## src/rtl/uart_tx_sched.sv

```systemverilog
// uart_tx_sched
//   Round-robin scheduler that drains four byte FIFOs into one UART byte
//   transmitter. Each grant produces one frame:
//     CMD, ~CMD, {6'b0,id}, PAYLOAD_LEN payload bytes, ~CMD, CMD
//
// Ports
//   SYS_CLK     in   1   clock, rising edge
//   RST_N       in   1   asynchronous active-low reset
//   FIFO_EMPTY  in   4   per-channel empty flag (1 = empty)
//   FIFO_DATA   in  32   channel i read data on [8i+7:8i], valid the cycle after RDREQ
//   FIFO_RDREQ  out  4   one-cycle read strobe to the granted channel
//   TX_DATA     out  8   byte offered to the transmitter
//   TX_VALID    out  1   TX_DATA valid
//   TX_READY    in   1   transmitter accepts a byte (transfer = VALID && READY)
//   GRANT       out  4   one-hot frame owner, 0 when idle
//   BUSY        out  1   high from grant until frame end
//   FRAME_DONE  out  1   one-cycle pulse after the final byte transfers
module uart_tx_sched #(
    parameter int         PAYLOAD_LEN = 2,
    parameter logic [7:0] CMD         = 8'h01
) (
    input  logic        SYS_CLK,
    input  logic        RST_N,
    input  logic [3:0]  FIFO_EMPTY,
    input  logic [31:0] FIFO_DATA,
    output logic [3:0]  FIFO_RDREQ,
    output logic [7:0]  TX_DATA,
    output logic        TX_VALID,
    input  logic        TX_READY,
    output logic [3:0]  GRANT,
    output logic        BUSY,
    output logic        FRAME_DONE
);

    typedef enum logic [2:0] {IDLE, HEAD, FETCH, CAPT, PAY, TAIL} state_t;

    state_t     state;
    logic [1:0] last_ptr;    // channel that owned the previous frame
    logic [1:0] gnt_id;      // channel owning the current frame
    logic [1:0] byte_idx;    // position inside header / trailer
    logic [7:0] remaining;   // payload bytes still to send
    logic       capt_wait;   // first CAPT cycle: RDREQ is on the wire, data not yet valid

    logic       req_any;
    logic [1:0] next_id;
    logic       xfer;
    logic [7:0] hdr_byte;
    logic [7:0] tail_byte;
    logic [7:0] fifo_byte;

    // Round-robin pick: scan from last_ptr+1 upwards, last_ptr itself last.
    // Descending loop so the nearest non-empty channel is the final write.
    always_comb begin
        req_any = 1'b0;
        next_id = last_ptr;
        for (int k = 4; k >= 1; k--) begin
            if (!FIFO_EMPTY[last_ptr + 2'(k)]) begin
                req_any = 1'b1;
                next_id = last_ptr + 2'(k);
            end
        end
    end

    assign xfer      = TX_VALID && TX_READY;
    assign fifo_byte = FIFO_DATA[{gnt_id, 3'b000} +: 8];
    assign tail_byte = (byte_idx == 2'd0) ? ~CMD : CMD;

    always_comb begin
        case (byte_idx)
            2'd0:    hdr_byte = CMD;
            2'd1:    hdr_byte = ~CMD;
            default: hdr_byte = {6'b0, gnt_id};
        endcase
    end

    // Byte phases (HEAD/TAIL/PAY) drop TX_VALID on the edge after a transfer
    // and only reload on the following edge, which guarantees the idle gap
    // between bytes and keeps TX_DATA frozen while a byte is being held off.
    always_ff @(posedge SYS_CLK or negedge RST_N) begin
        if (!RST_N) begin
            state      <= IDLE;
            last_ptr   <= 2'd3;
            gnt_id     <= 2'd0;
            byte_idx   <= 2'd0;
            remaining  <= 8'd0;
            capt_wait  <= 1'b0;
            FIFO_RDREQ <= 4'b0;
            TX_DATA    <= 8'h00;
            TX_VALID   <= 1'b0;
            GRANT      <= 4'b0;
            BUSY       <= 1'b0;
            FRAME_DONE <= 1'b0;
        end else begin
            FRAME_DONE <= 1'b0;
            FIFO_RDREQ <= 4'b0;
            case (state)
                IDLE: begin
                    if (req_any) begin
                        gnt_id    <= next_id;
                        GRANT     <= 4'b0001 << next_id;
                        BUSY      <= 1'b1;
                        byte_idx  <= 2'd0;
                        remaining <= 8'(PAYLOAD_LEN);
                        state     <= HEAD;
                    end
                end
                HEAD: begin
                    if (xfer) begin
                        TX_VALID <= 1'b0;
                        if (byte_idx == 2'd2) begin
                            byte_idx <= 2'd0;
                            state    <= FETCH;
                        end else begin
                            byte_idx <= byte_idx + 2'd1;
                        end
                    end else if (!TX_VALID) begin
                        TX_DATA  <= hdr_byte;
                        TX_VALID <= 1'b1;
                    end
                end
                FETCH: begin
                    // Stall indefinitely on an empty owner; grant is kept.
                    if (!FIFO_EMPTY[gnt_id]) begin
                        FIFO_RDREQ <= GRANT;
                        capt_wait  <= 1'b1;
                        state      <= CAPT;
                    end
                end
                CAPT: begin
                    if (capt_wait) begin
                        capt_wait <= 1'b0;
                    end else begin
                        TX_DATA  <= fifo_byte;
                        TX_VALID <= 1'b1;
                        state    <= PAY;
                    end
                end
                PAY: begin
                    if (xfer) begin
                        TX_VALID  <= 1'b0;
                        remaining <= remaining - 8'd1;
                        state     <= (remaining == 8'd1) ? TAIL : FETCH;
                    end
                end
                TAIL: begin
                    if (xfer) begin
                        TX_VALID <= 1'b0;
                        if (byte_idx == 2'd1) begin
                            byte_idx   <= 2'd0;
                            GRANT      <= 4'b0;
                            BUSY       <= 1'b0;
                            FRAME_DONE <= 1'b1;
                            last_ptr   <= gnt_id;
                            state      <= IDLE;
                        end else begin
                            byte_idx <= byte_idx + 2'd1;
                        end
                    end else if (!TX_VALID) begin
                        TX_DATA  <= tail_byte;
                        TX_VALID <= 1'b1;
                    end
                end
                default: state <= IDLE;
            endcase
        end
    end

endmodule

```

## config.mk

```make
export PLATFORM = sky130hd
export DESIGN_NAME = uart_tx_sched
export DESIGN_NICKNAME = d
export VERILOG_FILES = /design/src/rtl/uart_tx_sched.sv
export SDC_FILE = /design/constraint.sdc
export NUM_CORES = 1
export LEC_CHECK = 0
export CAP_MARGIN = 20
export CORE_ASPECT_RATIO = 1.25
export CORE_MARGIN = 5
export CORE_UTILIZATION = 48
export CTS_CLUSTER_DIAMETER = 150
export CTS_CLUSTER_SIZE = 14
export DETAILED_ROUTE_END_ITERATION = 7
export MAX_ROUTING_LAYER = met4
export PLACE_DENSITY = 0.8
export SLEW_MARGIN = 10
export SYNTH_ARGS = -nofsm -noshare
export SYNTH_HDL_FRONTEND = slang
export SYNTH_SLANG_ARGS = --single-unit
```

## constraint.sdc

```tcl
create_clock -name SYS_CLK -period 2.2 [get_ports SYS_CLK]
set_input_delay 0.22 -clock SYS_CLK [delete_from_list [all_inputs] [get_ports SYS_CLK]]
set_output_delay 0.22 -clock SYS_CLK [all_outputs]
set_load 0.02 [all_outputs]
```

# [Word level (Yosys, flattened, before mapping)]
# Index checks and enable logic that the tools add are counted.
[word_totals] n_memories=0 ff_bits=37 mem_bits_rw=0 latch_bits=0 elab_cells=126 romBits=0 input_bits=39
[op_classes] n_eq_ne=20 reduce_logical=19 addsub=5 shift=2 div=0 bitwise_logic=0 n_lt_le_gt_ge=5 mul=0 muxes=63
[op_table] op="$mux 8" count=8
[op_table] op="$pmux 8 s2" count=2
[op_table] op="$shiftx 32x6->8" count=1
[op_table] op="$mux 3" count=9
[op_table] op="$ne 2x2->1 const B" count=12
[op_table] op="$pmux 8 s3" count=1
[op_table] op="$mux 4" count=5
[op_table] op="$mux 1" count=19
[op_table] op="$pmux 3 s6" count=1
[op_table] op="$mux 2" count=8
[op_table] op="$lt 2x3->1 const B" count=5
[op_table] op="$bmux 1 s2" count=5
[op_table] op="$reduce_and 3->1" count=3
[op_table] op="$reduce_bool 3->1" count=3
[op_table] op="$eq 8x1->1 const B" count=1
[op_table] op="$pmux 4 s2" count=1
[op_table] op="$reduce_and 4->1" count=2
[op_table] op="$reduce_and 8->1" count=1
[op_table] op="$sub 8x1->8 const B" count=1
[op_table] op="$eq 3x2->1 const B" count=2
[op_table] op="$eq 3x3->1 const B" count=2
[op_table] op="$pmux 2 s3" count=1
[op_table] op="$reduce_and 6->1" count=1
[op_table] op="$reduce_bool 2->1" count=3
[op_table] op="other kinds (13)" count=17

# [Depth between registers and ports, before layout]
# Gate-level depths: netlist (run 1).
[depth] ltp_word=9 depth_mapped=7 mapped_depth_nobuf=6

# [Worst setup path after synthesis (run 1)]
# Ideal clock, no wire load.
[synth_timing] kind="register -> register" from="register remaining[4]" to="register state[0]" path_slack_ps=619 required_ps=2136 path_stages_with_launch=6 arrival_time_ps=1516 setup_ps=64 path_cell_list="dfrtp_1 > or4_4 > nor4b_2 > nand2_1 > mux2i_1 > a211o_1"
[synth_via] elab_chain_cells=4
[synth_lines] element="start, declared" line_no="41" text="logic [7:0] remaining;"
[synth_lines] element="start signal, assigned" line_no="103" text="remaining <= 8'(PAYLOAD_LEN);"
[synth_lines] element="start signal, assigned" line_no="141" text="remaining <= remaining - 8'd1;"
[synth_lines] element="$eq 8x1->1" line_no="142" text="state <= (remaining == 8'd1) ? TAIL : FETCH;"
[synth_lines] element="$mux 3" line_no="142"
[synth_lines] element="$mux 3" line_no="139" text="if (xfer) begin"
[synth_lines] element="$pmux 3 s6" line_no="96" text="case (state)"
[synth_lines] element="end signal, assigned" line_no="142"
[synth_lines] element="end, declared" line_no="37" text="state_t state;"
# No other way between the ends. The select of a mux whose other input is x is not followed.
# A chain may end at the register's enable or synchronous reset.

# [Final worst setup path (run 1)]
[layout_timing] from="register state[0]" to="register last_ptr[0]"
[layout_via] elab_chain_cells=2
[layout_lines] element="$eq 3x3->1" line_no="96"
[layout_lines] element="$reduce_and 3->1 (no line)"
[layout_lines] element="end signal, assigned" line_no="153" text="last_ptr <= gnt_id;"
[layout_lines] element="end, declared" line_no="38" text="logic [1:0] last_ptr;"
# No other way between the ends.

==> key figures, run 1 <==
STA
  • Fin. max-slew vios: 0
  • Final Hold Fails: 0
  • Worst Clk Skew: 0.00792 ns
  • Max Freq: 0.545 GHz
  • Relative slew slack: 0.466
  • Unrepaired setup endpoints after global routing: no
  • Fin crit period: 1.83 ns
  • Fin crit share: 0.834
  • Final setup violation count: 0
  • Worst slew pin tran: 0.801 ns
  • Post-Route Setup TNS: 0 ns

Job
  • # Max-Cap Violations: 0

Synth
  • Largest area contributor in the synthesized netlist: dfrtp_1
  • Post-synth EDFFs: 0
  • Synth Area in XOR/XNOR: 0.0248
  • Async SR Flop Fraction: 1.00
  • Post-synthesis adder-cell area fraction: 0.0118
  • Syn Nets: 255
  • Post-Syn Instances: 214
  • Combinational family with the most area after synthesis: simple AND/OR/NAND/NOR gates
  • Cell Area, Synth: 0.00212 mm^2
  • Multiplexer share of the synthesized area: 0.111
  • Yosys reg bits: 37
  • Post-Synth Simple-Gate Area: 0.197
  • Seq/Total Area, Yosys: 0.438
  • Syn Area/Cell: 9.91 um^2
  • Synth top area share: 0.413
  • Synth Area in Compound Gates: 0.171
  • Post-synth top flop: dfrtp_1
  • YS warnings: 0
  • Synth area leaders: dfrtp_1 41%, mux4_2 9.6%, nor2_1 4.6%
  • Synth cell types: 49

Die
  • Boundary Pins: 58
  • Initial Utilization: 0.487
  • FP Rows: 27
  • Die ar.: 0.00586 mm^2
  • Die H: 84.3 um
  • CORE AREA: 0.00436 mm^2
  • Die width: 69.5 um

Finish
  • Layout area overhead: 33.2%
  • Layout cells sized above 1: 0.121
  • Fin area: 0.00282 mm^2
  • Layout Nets: 312
  • Non-Filler Instances: 330
  • Diode count: 0
  • # fillers: 356
  • Fin util: 0.648

Critical path
  • Crit. Startpoint: state[0]$_DFFE_PN0P_
  • Arrival time at the worst endpoint: 2.04 ns
  • CP required: 2.41 ns
  • Crit-path max cell delay: 0.68 ns
  • Master of the slowest instance on the critical path: dfrtp_1
  • CP top delay family: flip-flops
  • Reg2reg path depth: 3
  • Type of the worst setup path: flop to flop
  • Worst-path cell chain: nand3_1, nor3_1, mux2_2
  • CP Capture Type: flop
  • WP buf/inv: 0
  • Worst Setup Start Kind: flop
  • Worst Path Max Fanout: 17
  • Worst r2r src: state[0]$_DFFE_PN0P_
  • Reg-to-reg endpoint: last_ptr[0]$_DFFE_PN1P_
  • R2R setup slack: 0.37 ns

Power
  • P_leak: 0.00115 uW
  • Pwr dens: 1310 mW/mm^2
  • Design Power: 3700 uW
  • Worst VDD drop: 0.689 mV

Worst hold path
  • Hold Crit Class: input pin to async pin

Clocking
  • Setup bufs post-CTS: 0
  • Sink Count: 37
  • Clock transition at path regs: 0.07 ns
  • H-tree levels: 2
  • Post-CTS sizing: 0
  • Worst skew pair latency: 0.29 ns
  • CTS root buf: clkbuf_8
  • CTS Hold Bufs: 0
  • CTS tree: yes
  • Clock Path Buffers: 2
  • Num CTS Buffers: 5

Routing
  • Final wirelength: 5510 um
  • Drt drc: 0
  • DR vias/cell: 5.58
  • Post-route ant nets: 0
  • DR iter-0 viols: 87
  • Via Count: 1841
  • Post-DR wirelength/cell: 16.7 um
  • First-pass iteration count of the detailed router: 4

Global routing
  • Vias in the first global route: 2010
  • Largest net degree at the start of global routing: 38
  • GRT Total Usage: 0.209
  • Gr ovfl total: 0
  • First-pass GRT wire length: 9450 um
  • Initial antenna violation count: 0

Status
  • Outcome: finished clean

Placed design
  • DP Area: 0.00273 mm^2
  • Port bufs: 57
  • Placed insts: 322
  • Detail Placement HPWL: 4200 um
  • Placer Congestion: 0.853
## area by class of cell
class	instances	area, um^2	share of cell area
multi-input combinational	155	1090	0.387
sequential	37	928	0.329
timing repair buffer	62	603	0.214
clock buffer	8	90.1	0.0319
tap	58	72.6	0.0257
inverter	10	37.5	0.0133
## power by group
part / switching (uW) / internal, uW / leakage [uW] / total [uW]
Combinational: 1000 / 948 / 0.000647 / 1950
Clock: 231 / 255 / 0.0000455 / 486
Sequential: 324 / 945 / 0.000460 / 1270
## flip-flops by register name (all words and copies together), names as in the netlist
name and flops:
remaining 8, gnt_id 2, FIFO_RDREQ 4, last_ptr 2, capt_wait 1, GRANT 4
FRAME_DONE 1, byte_idx 2, TX_DATA 8, state 3, TX_VALID 1, BUSY 1
## per-layer routing
layer / up-vias / track usage / wire [um]
li1: 886 / - / -
met1: 889 / 0.232 / 2180
met5: - / - / 0
met4: 0 / 0.0959 / 173
met2: 52 / 0.364 / 2970
met3: 14 / 0.0359 / 183
## worst register-to-register path, stage by stage (launching register included)
cell     delay [ns]
dfrtp_1        0.68
nand3_1        0.22
nor3_1         0.46
mux2_2         0.39
## Yosys cell counts, types with 2 or more instances
cell	number
a211oi_2	2
a21o_1	2
a21oi_1	16
a22o_1	2
a22oi_1	2
a2bb2oi_1	2
a31oi_1	2
and2_1	5
buf_2	5
clkbuf_1	4
dfrtp_1	35
dfstp_2	2
ha_1	2
inv_1	10
mux2_2	2
mux4_2	9
nand2_1	15
nand2b_1	8
nand3_1	6
nor2_1	26
nor3_1	4
nor4_1	3
o21ai_0	15
o221ai_1	2
o22ai_1	3
o2bb2ai_1	2
or4_4	2
xnor2_1	3
xor2_1	3
## how the worst max path moves through the flow
| stage | to | slack (ns) | cells after the start |
|---|---|---|---|
| after floorplan | state[0]$_DFFE_PN0P_ | 0.62 | 5 |
| after global placement | remaining[6]$_DFFE_PN0P_ | 0.30 | 6 |
| after detailed placement | remaining[5]$_DFFE_PN0P_ | 0.25 | 6 |
| after CTS | TX_DATA[1]$_DFFE_PN0P_ | 0.31 | 4 |
| after global routing | TX_DATA[0]$_DFFE_PN0P_ | 0.19 | 4 |
| final | last_ptr[0]$_DFFE_PN1P_ | 0.37 | 3 |
## layout by cell type (no fill, tap or decap), types with 3 or more instances in the layout
cell	count
nand3_1	6
nor2_1	26
dfrtp_1	35
buf_4	5
clkbuf_8	6
xor2_1	3
nor3_1	4
o21ai_0	15
and2_1	5
xnor2_1	3
nand2_1	15
clkdlybuf4s50_1	56
nand2b_1	8
inv_1	10
a21oi_1	16
nor4_1	3
o22ai_1	3
mux4_2	9
## kinds of logic after synthesis
family	Yosys count
and+or+nand+nor	79
adders and majority gates	2
DFF	37
muxes	12
AOI/OAI and AO/OA	56
buffers and inverters	22
xor gates and xnor gates	6
## per-stage QoR
step | hold slack, ns | setup slack, ns
2_1_floorplan | -0.0756 | 0.619
3_3_place_gp | 0.360 | 0.296
3_5_place_dp | 0.365 | 0.250
4_1_cts | 0.0491 | 0.313
5_1_grt | 0.0941 | 0.193
6_report | 0.0183 | 0.366
Note: power is estimated with default switching activity, not from simulation.
==> run 2: changes to the inputs <==
==> constraint.sdc (replaced) <==
create_clock -name SYS_CLK -period 1.7 [get_ports SYS_CLK]
set_input_delay 0.17 -clock SYS_CLK [delete_from_list [all_inputs] [get_ports SYS_CLK]]
set_output_delay 0.17 -clock SYS_CLK [all_outputs]
set_load 0.02 [all_outputs]
==> run 2 against run 1 <==
  * Power up 44%
  * Routed wire length up 7.3%
  * Sequential power up 26%
  * Final cell count is 12% higher
  * Critical path type unchanged
  * Largest power group unchanged
  * Highest routed layer unchanged
==> key figures, run 2 (synthesized netlist as in run 1, its figures left out) <==
Finish
  • Largest registers: TX_DATA: 8 flops, remaining: 8 flops
  • Commonest non-fill, non-tap cell in the layout: clkdlybuf4s50_1
  • Layout Nets: 351
  • Layout cells sized above 1: 0.254
  • Non-Filler Instances: 369
  • Fin util: 0.722
  • Most frequent cells in the layout: 56 x clkdlybuf4s50_1, 43 x buf_4, 31 x dfrtp_1
  • Diode count: 0
  • Layout area overhead: 48.3%

STA
  • Final Hold Fails: 0
  • Fin crit period: 1.66 ns
  • Fin crit share: 0.978
  • Setup ws final: 0.0381 ns
  • Worst hold slack: 0.438 ns
  • Fin. max-slew vios: 0
  • Relative slew slack: 0.690
  • Worst Clk Skew: 0.00803 ns
  • Worst slew pin tran: 0.465 ns
  • Max Freq: 0.602 GHz
  • Unrepaired setup endpoints after global routing: yes
  • Final setup violation count: 0

Clocking
  • Worst skew pair latency: 0.31 ns
  • Sink Count: 37
  • Clock transition at path regs: 0.08 ns
  • Num CTS Buffers: 5
  • H-tree levels: 2
  • CTS tree: yes
  • Clock Path Buffers: 2
  • CTS root buf: clkbuf_8

Routing
  • DR iter-0 viols: 99
  • First-pass iteration count of the detailed router: 4
  • DR vias/cell: 5.53
  • Post-route ant nets: 0
  • Post-DR wirelength/cell: 16.0 um
  • Final wirelength: 5910 um
  • Via Count: 2039
  • Drt drc: 0

Power
  • Switching Fraction: 0.412
  • Int Power: 3120 uW
  • Sequential share of power: 0.301
  • Pwr dens: 1690 mW/mm^2
  • Clk network pwr share: 0.121
  • P_leak: 0.00134 uW
  • Net switching power: 2190 uW
  • Worst VDD drop: 0.990 mV
  • Combinational power share: 0.578

Critical path
  • Type of the worst setup path: flop to flop
  • Worst Path Max Fanout: 3
  • Worst-path cell chain: or4_4, nor4b_4, nand2_1, mux2i_1, a211o_1
  • Master of the slowest instance on the critical path: or4_4
  • Arrival time at the worst endpoint: 1.91 ns
  • Worst Setup Start Kind: flop
  • Crit-path max cell delay: 0.57 ns
  • CP required: 1.95 ns
  • CP Capture Type: flop

Worst hold path
  • Hold Crit Class: input pin to async pin

Global routing
  • First-pass GRT wire length: 10200 um
  • Vias in the first global route: 2188
  • GRT Total Usage: 0.224
  • Initial antenna violation count: 0
  • Gr ovfl total: 0
  • Largest net degree at the start of global routing: 38

Die
  • Die H: 84.3 um
  • CORE AREA: 0.00436 mm^2
  • Die width: 69.5 um
  • FP Rows: 27
  • Die ar.: 0.00586 mm^2
  • Boundary Pins: 58
  • Initial Utilization: 0.487

Status
  • Outcome: finished clean

Job
  • # Max-Cap Violations: 0

Placed design
  • Pre-CTS setup slack: -0.105 ns
  • Placed insts: 353
  • Placer Congestion: 0.912
  • Port bufs: 57
  • Detail Placement HPWL: 4410 um
[run 2: changes by cell type in the layout (fill, tap and decap cells not counted), sizes merged]
cell,before,now
clkinvlp,0,3
buf,6,44
clkbuf,8,5
dlygate4sd3,0,1
[run 2: per-stage QoR]
step | instance area (um^2) | power (uW) | setup TNS, ns
2_1_floorplan | 2120 | 3330 | 0
3_3_place_gp | 2970 | 4450 | -0.418
3_5_place_dp | 2970 | 4520 | -0.804
4_1_cts | 3100 | 5240 | -0.00127
5_1_grt | 3150 | 5740 | -0.0672
6_report | 3150 | 5320 | 0
[run 2: metal layers]
layer	vias to the layer above	GRT usage	wire, um
met5	-	-	0
met4	0	0.0888	163
met3	13	0.0443	224
met2	58	0.391	3240
met1	1000	0.252	2290
li1	968	-	-
[run 2: power by group through the flow]
stage	Combinational (uW)	Sequential, uW	Clock, uW
5_1_grt	3380	1660	699
6_report	3070	1600	645
2_1_floorplan	1670	1650	0
3_3_place_gp	2850	1590	0
3_5_place_dp	2910	1600	0
4_1_cts	2990	1590	655
[run 2: final cells by class]
cell class                      count  area (um^2)
Tap cell                           58         72.6
Clock inverter                      3         22.5
Clock buffer                        5         68.8
Multi-Input combinational cell    155         1110
Inverter                           10         37.5
Sequential cell                    37          933
Timing Repair Buffer              101          898
Fill cell                         310         1210
[run 2: repair_timing]
item	in CTS	in global routing
setup endpoints to repair	1	23
setup buffers	3	4
hold endpoints to repair	35	0
pin swaps	2	1
gates resized for setup	1	8
hold buffers	1	0
[run 2: path summary, 6_finish.rpt]
path	start	endpoint	slack (ns)	depth (start not counted)
worst max-delay path	remaining[4]$_DFFE_PN0P_	state[0]$_DFFE_PN0P_	0.04	5
worst min-delay path	RST_N	byte_idx[0]$_DFFE_PN0P_	0.44	3
worst max register to register	remaining[4]$_DFFE_PN0P_	state[0]$_DFFE_PN0P_	0.04	5
worst min register to register	BUSY$_DFFE_PN0P_	BUSY$_DFFE_PN0P_	0.49	1
max in group asynchronous	RST_N	state[1]$_DFFE_PN0P_	0.91	3
min in group SYS_CLK	BUSY$_DFFE_PN0P_	BUSY$_DFFE_PN0P_	0.49	1
[run 2: critical path: cells and delay by family, from the launching register on]
family / cells / cell delay [ns]
AO/OA/AOI/OAI: 1 / 0.13
flip-flops: 1 / 0.38
multiplexers: 1 / 0.19
AND/OR/NAND/NOR: 3 / 0.92
==> run 3: changes to the inputs <==
--- a/config.mk
+++ b/config.mk
@@ -6,14 +6,16 @@
 export NUM_CORES = 1
 export LEC_CHECK = 0
 export CAP_MARGIN = 20
+export CELL_PAD_IN_SITES_DETAIL_PLACEMENT = 1
+export CELL_PAD_IN_SITES_GLOBAL_PLACEMENT = 2
 export CORE_ASPECT_RATIO = 1.25
 export CORE_MARGIN = 5
-export CORE_UTILIZATION = 48
+export CORE_UTILIZATION = 29
 export CTS_CLUSTER_DIAMETER = 150
 export CTS_CLUSTER_SIZE = 14
 export DETAILED_ROUTE_END_ITERATION = 7
 export MAX_ROUTING_LAYER = met4
-export PLACE_DENSITY = 0.8
+export PLACE_DENSITY_LB_ADDON = 0.1
 export SLEW_MARGIN = 10
 export SYNTH_ARGS = -nofsm -noshare
 export SYNTH_HDL_FRONTEND = slang
==> run 3 against run 2 <==
  * Clock skew down 0.0037 ns
  * Fmax fell by 1.2%
  * Clock-buffer cell count stayed put
  * Final area up 5.7%
  * Critical endpoint unchanged
  * Highest routed layer unchanged
==> key figures, run 3 (synthesized netlist as in run 1, its figures left out) <==
STA
  • Fin crit share: 0.989
  • Final Hold Fails: 0
  • Fin. max-slew vios: 0
  • Relative slew slack: 0.682
  • Final setup violation count: 0
  • Worst hold slack: 0.363 ns
  • Unrepaired setup endpoints after global routing: yes
  • Max Freq: 0.595 GHz
  • Setup ws final: 0.0186 ns
  • Fin crit period: 1.68 ns
  • Worst Clk Skew: 0.00435 ns
  • Worst slew pin tran: 0.477 ns

Power
  • Worst VDD drop: 0.880 mV
  • Net switching power: 2350 uW
  • Combinational power share: 0.613
  • Switching Fraction: 0.417
  • Clk network pwr share: 0.118
  • Int Power: 3300 uW
  • Design Power: 5650 uW
  • Sequential share of power: 0.269
  • P_leak: 0.00140 uW
  • Pwr dens: 1700 mW/mm^2

Clocking
  • CTS tree: yes
  • CTS root buf: clkbuf_8
  • Clock Path Buffers: 2
  • Clock transition at path regs: 0.09 ns
  • Worst skew pair latency: 0.30 ns
  • H-tree levels: 2
  • Sink Count: 37
  • Num CTS Buffers: 5

Die
  • Initial Utilization: 0.300
  • Die width: 86.5 um
  • Die H: 106 um
  • Boundary Pins: 58
  • FP Rows: 34
  • Die ar.: 0.00913 mm^2
  • CORE AREA: 0.00706 mm^2

Critical path
  • Master of the slowest instance on the critical path: or4_4
  • R2R setup slack: 0.02 ns
  • Worst Setup Start Kind: flop
  • Crit-path max cell delay: 0.57 ns
  • Worst r2r src: remaining[2]$_DFFE_PN0P_
  • Crit. Startpoint: remaining[2]$_DFFE_PN0P_
  • Worst Path Max Fanout: 3
  • CP Capture Type: flop
  • Arrival time at the worst endpoint: 1.92 ns
  • Worst-path cell chain: or4_4, nor4b_4, nand2_1, mux2i_2, a211o_1
  • Type of the worst setup path: flop to flop
  • CP required: 1.94 ns

Finish
  • Layout area overhead: 56.8%
  • Diode count: 0
  • # fillers: 821
  • Layout Nets: 358
  • Non-Filler Instances: 408
  • Commonest non-fill, non-tap cell in the layout: clkdlybuf4s50_1
  • Largest registers: TX_DATA: 8 flops, remaining: 8 flops
  • Layout cells sized above 1: 0.286
  • Most frequent cells in the layout: 56 x clkdlybuf4s50_1, 47 x buf_4, 32 x dfrtp_1
  • Fin area: 0.00333 mm^2

Global routing
  • GRT Total Usage: 0.163
  • Largest net degree at the start of global routing: 20
  • Grt peak-use layer: met2
  • Gr ovfl total: 0
  • Initial antenna violation count: 0
  • First-pass GRT wire length: 11500 um
  • Met3 Use GR: 0.0273
  • Vias in the first global route: 2266
  • Met1 Resource Use GR: 0.190
  • Met2 usage: 0.292

Routing
  • DR vias/cell: 4.99
  • Final wirelength: 7010 um
  • Drt drc: 0
  • Via Count: 2035
  • Post-DR wirelength/cell: 17.2 um
  • DR iter-0 viols: 83
  • Post-route ant nets: 0
  • First-pass iteration count of the detailed router: 4

Placed design
  • Port bufs: 57
  • Pre-CTS setup slack: -0.228 ns
  • Placer Congestion: 0.846
  • Detail Placement HPWL: 5350 um
  • Placed insts: 395
  • DP Area: 0.00310 mm^2

Job
  • # Max-Cap Violations: 0

Status
  • Outcome: finished clean

Worst hold path
  • Hold Crit Class: input pin to async pin
## run 3: changes by cell type in the layout (fill, tap and decap cells not counted), sizes merged
cell      previous run  this run
inv                 10        11
buf                 44        51
clkinv               0         1
clkinvlp             3         1
## run 3: power groups by stage
stage | Combinational, uW | Sequential, uW | Clock (uW)
final | 3460 | 1520 | 668
after global routing | 3800 | 1570 | 740
after CTS | 3340 | 1520 | 694
after detailed placement | 3280 | 1520 | 0
after global placement | 3240 | 1510 | 0
after floorplan | 1670 | 1650 | 0
## run 3: timing repair
item / CTS / global route
pin swaps: 1 / 5
buffers inserted: 0 / 4
gates resized for setup: 5 / 14
hold endpoints to repair: 15 / 0
hold buffers: 1 / 0
endpoints found under the setup margin: 3 / 18
## run 3: per-stage QoR
step / TNS [ns] / utilization
after floorplan: 0 / -
after global placement: -1.67 / 0.439
after detailed placement: -2.37 / 0.439
after CTS: -0.00335 / 0.457
after global routing: -0.269 / 0.471
final: 0 / 0.471
## run 3: cell type report
type	count	area [um^2]	area share
multi-input cells	155	1180	0.354
clock buffers	5	68.8	0.0207
clock inverters	3	25.0	0.00752
inverters	10	37.5	0.0113
repair buffers	108	971	0.292
flip-flops and latches	37	932	0.280
well taps	90	113	0.0339
## run 3: worst max-delay path: cells and delay by family (launching register included)
family / cells / cell delay (ns)
AO/OA/AOI/OAI: 1 / 0.12
flip-flops: 1 / 0.39
multiplexers: 1 / 0.20
AND/OR/NAND/NOR: 3 / 0.91
## run 3: per-layer routing
metal  up-vias  part of all wire
met5         -                 0
met4         0            0.0093
met3         6             0.037
met2        40              0.54
met1      1007              0.41
li1        982                 -
## run 3: path summary, 6_finish.rpt
kind	endpoint	cells after the start
min in group SYS_CLK	BUSY$_DFFE_PN0P_	1
max in group asynchronous	state[1]$_DFFE_PN0P_	3
worst min-delay path	TX_DATA[2]$_DFFE_PN0P_	2
worst min register to register	BUSY$_DFFE_PN0P_	1
worst max-delay path	state[0]$_DFFE_PN0P_	5
worst max register to register	state[0]$_DFFE_PN0P_	5
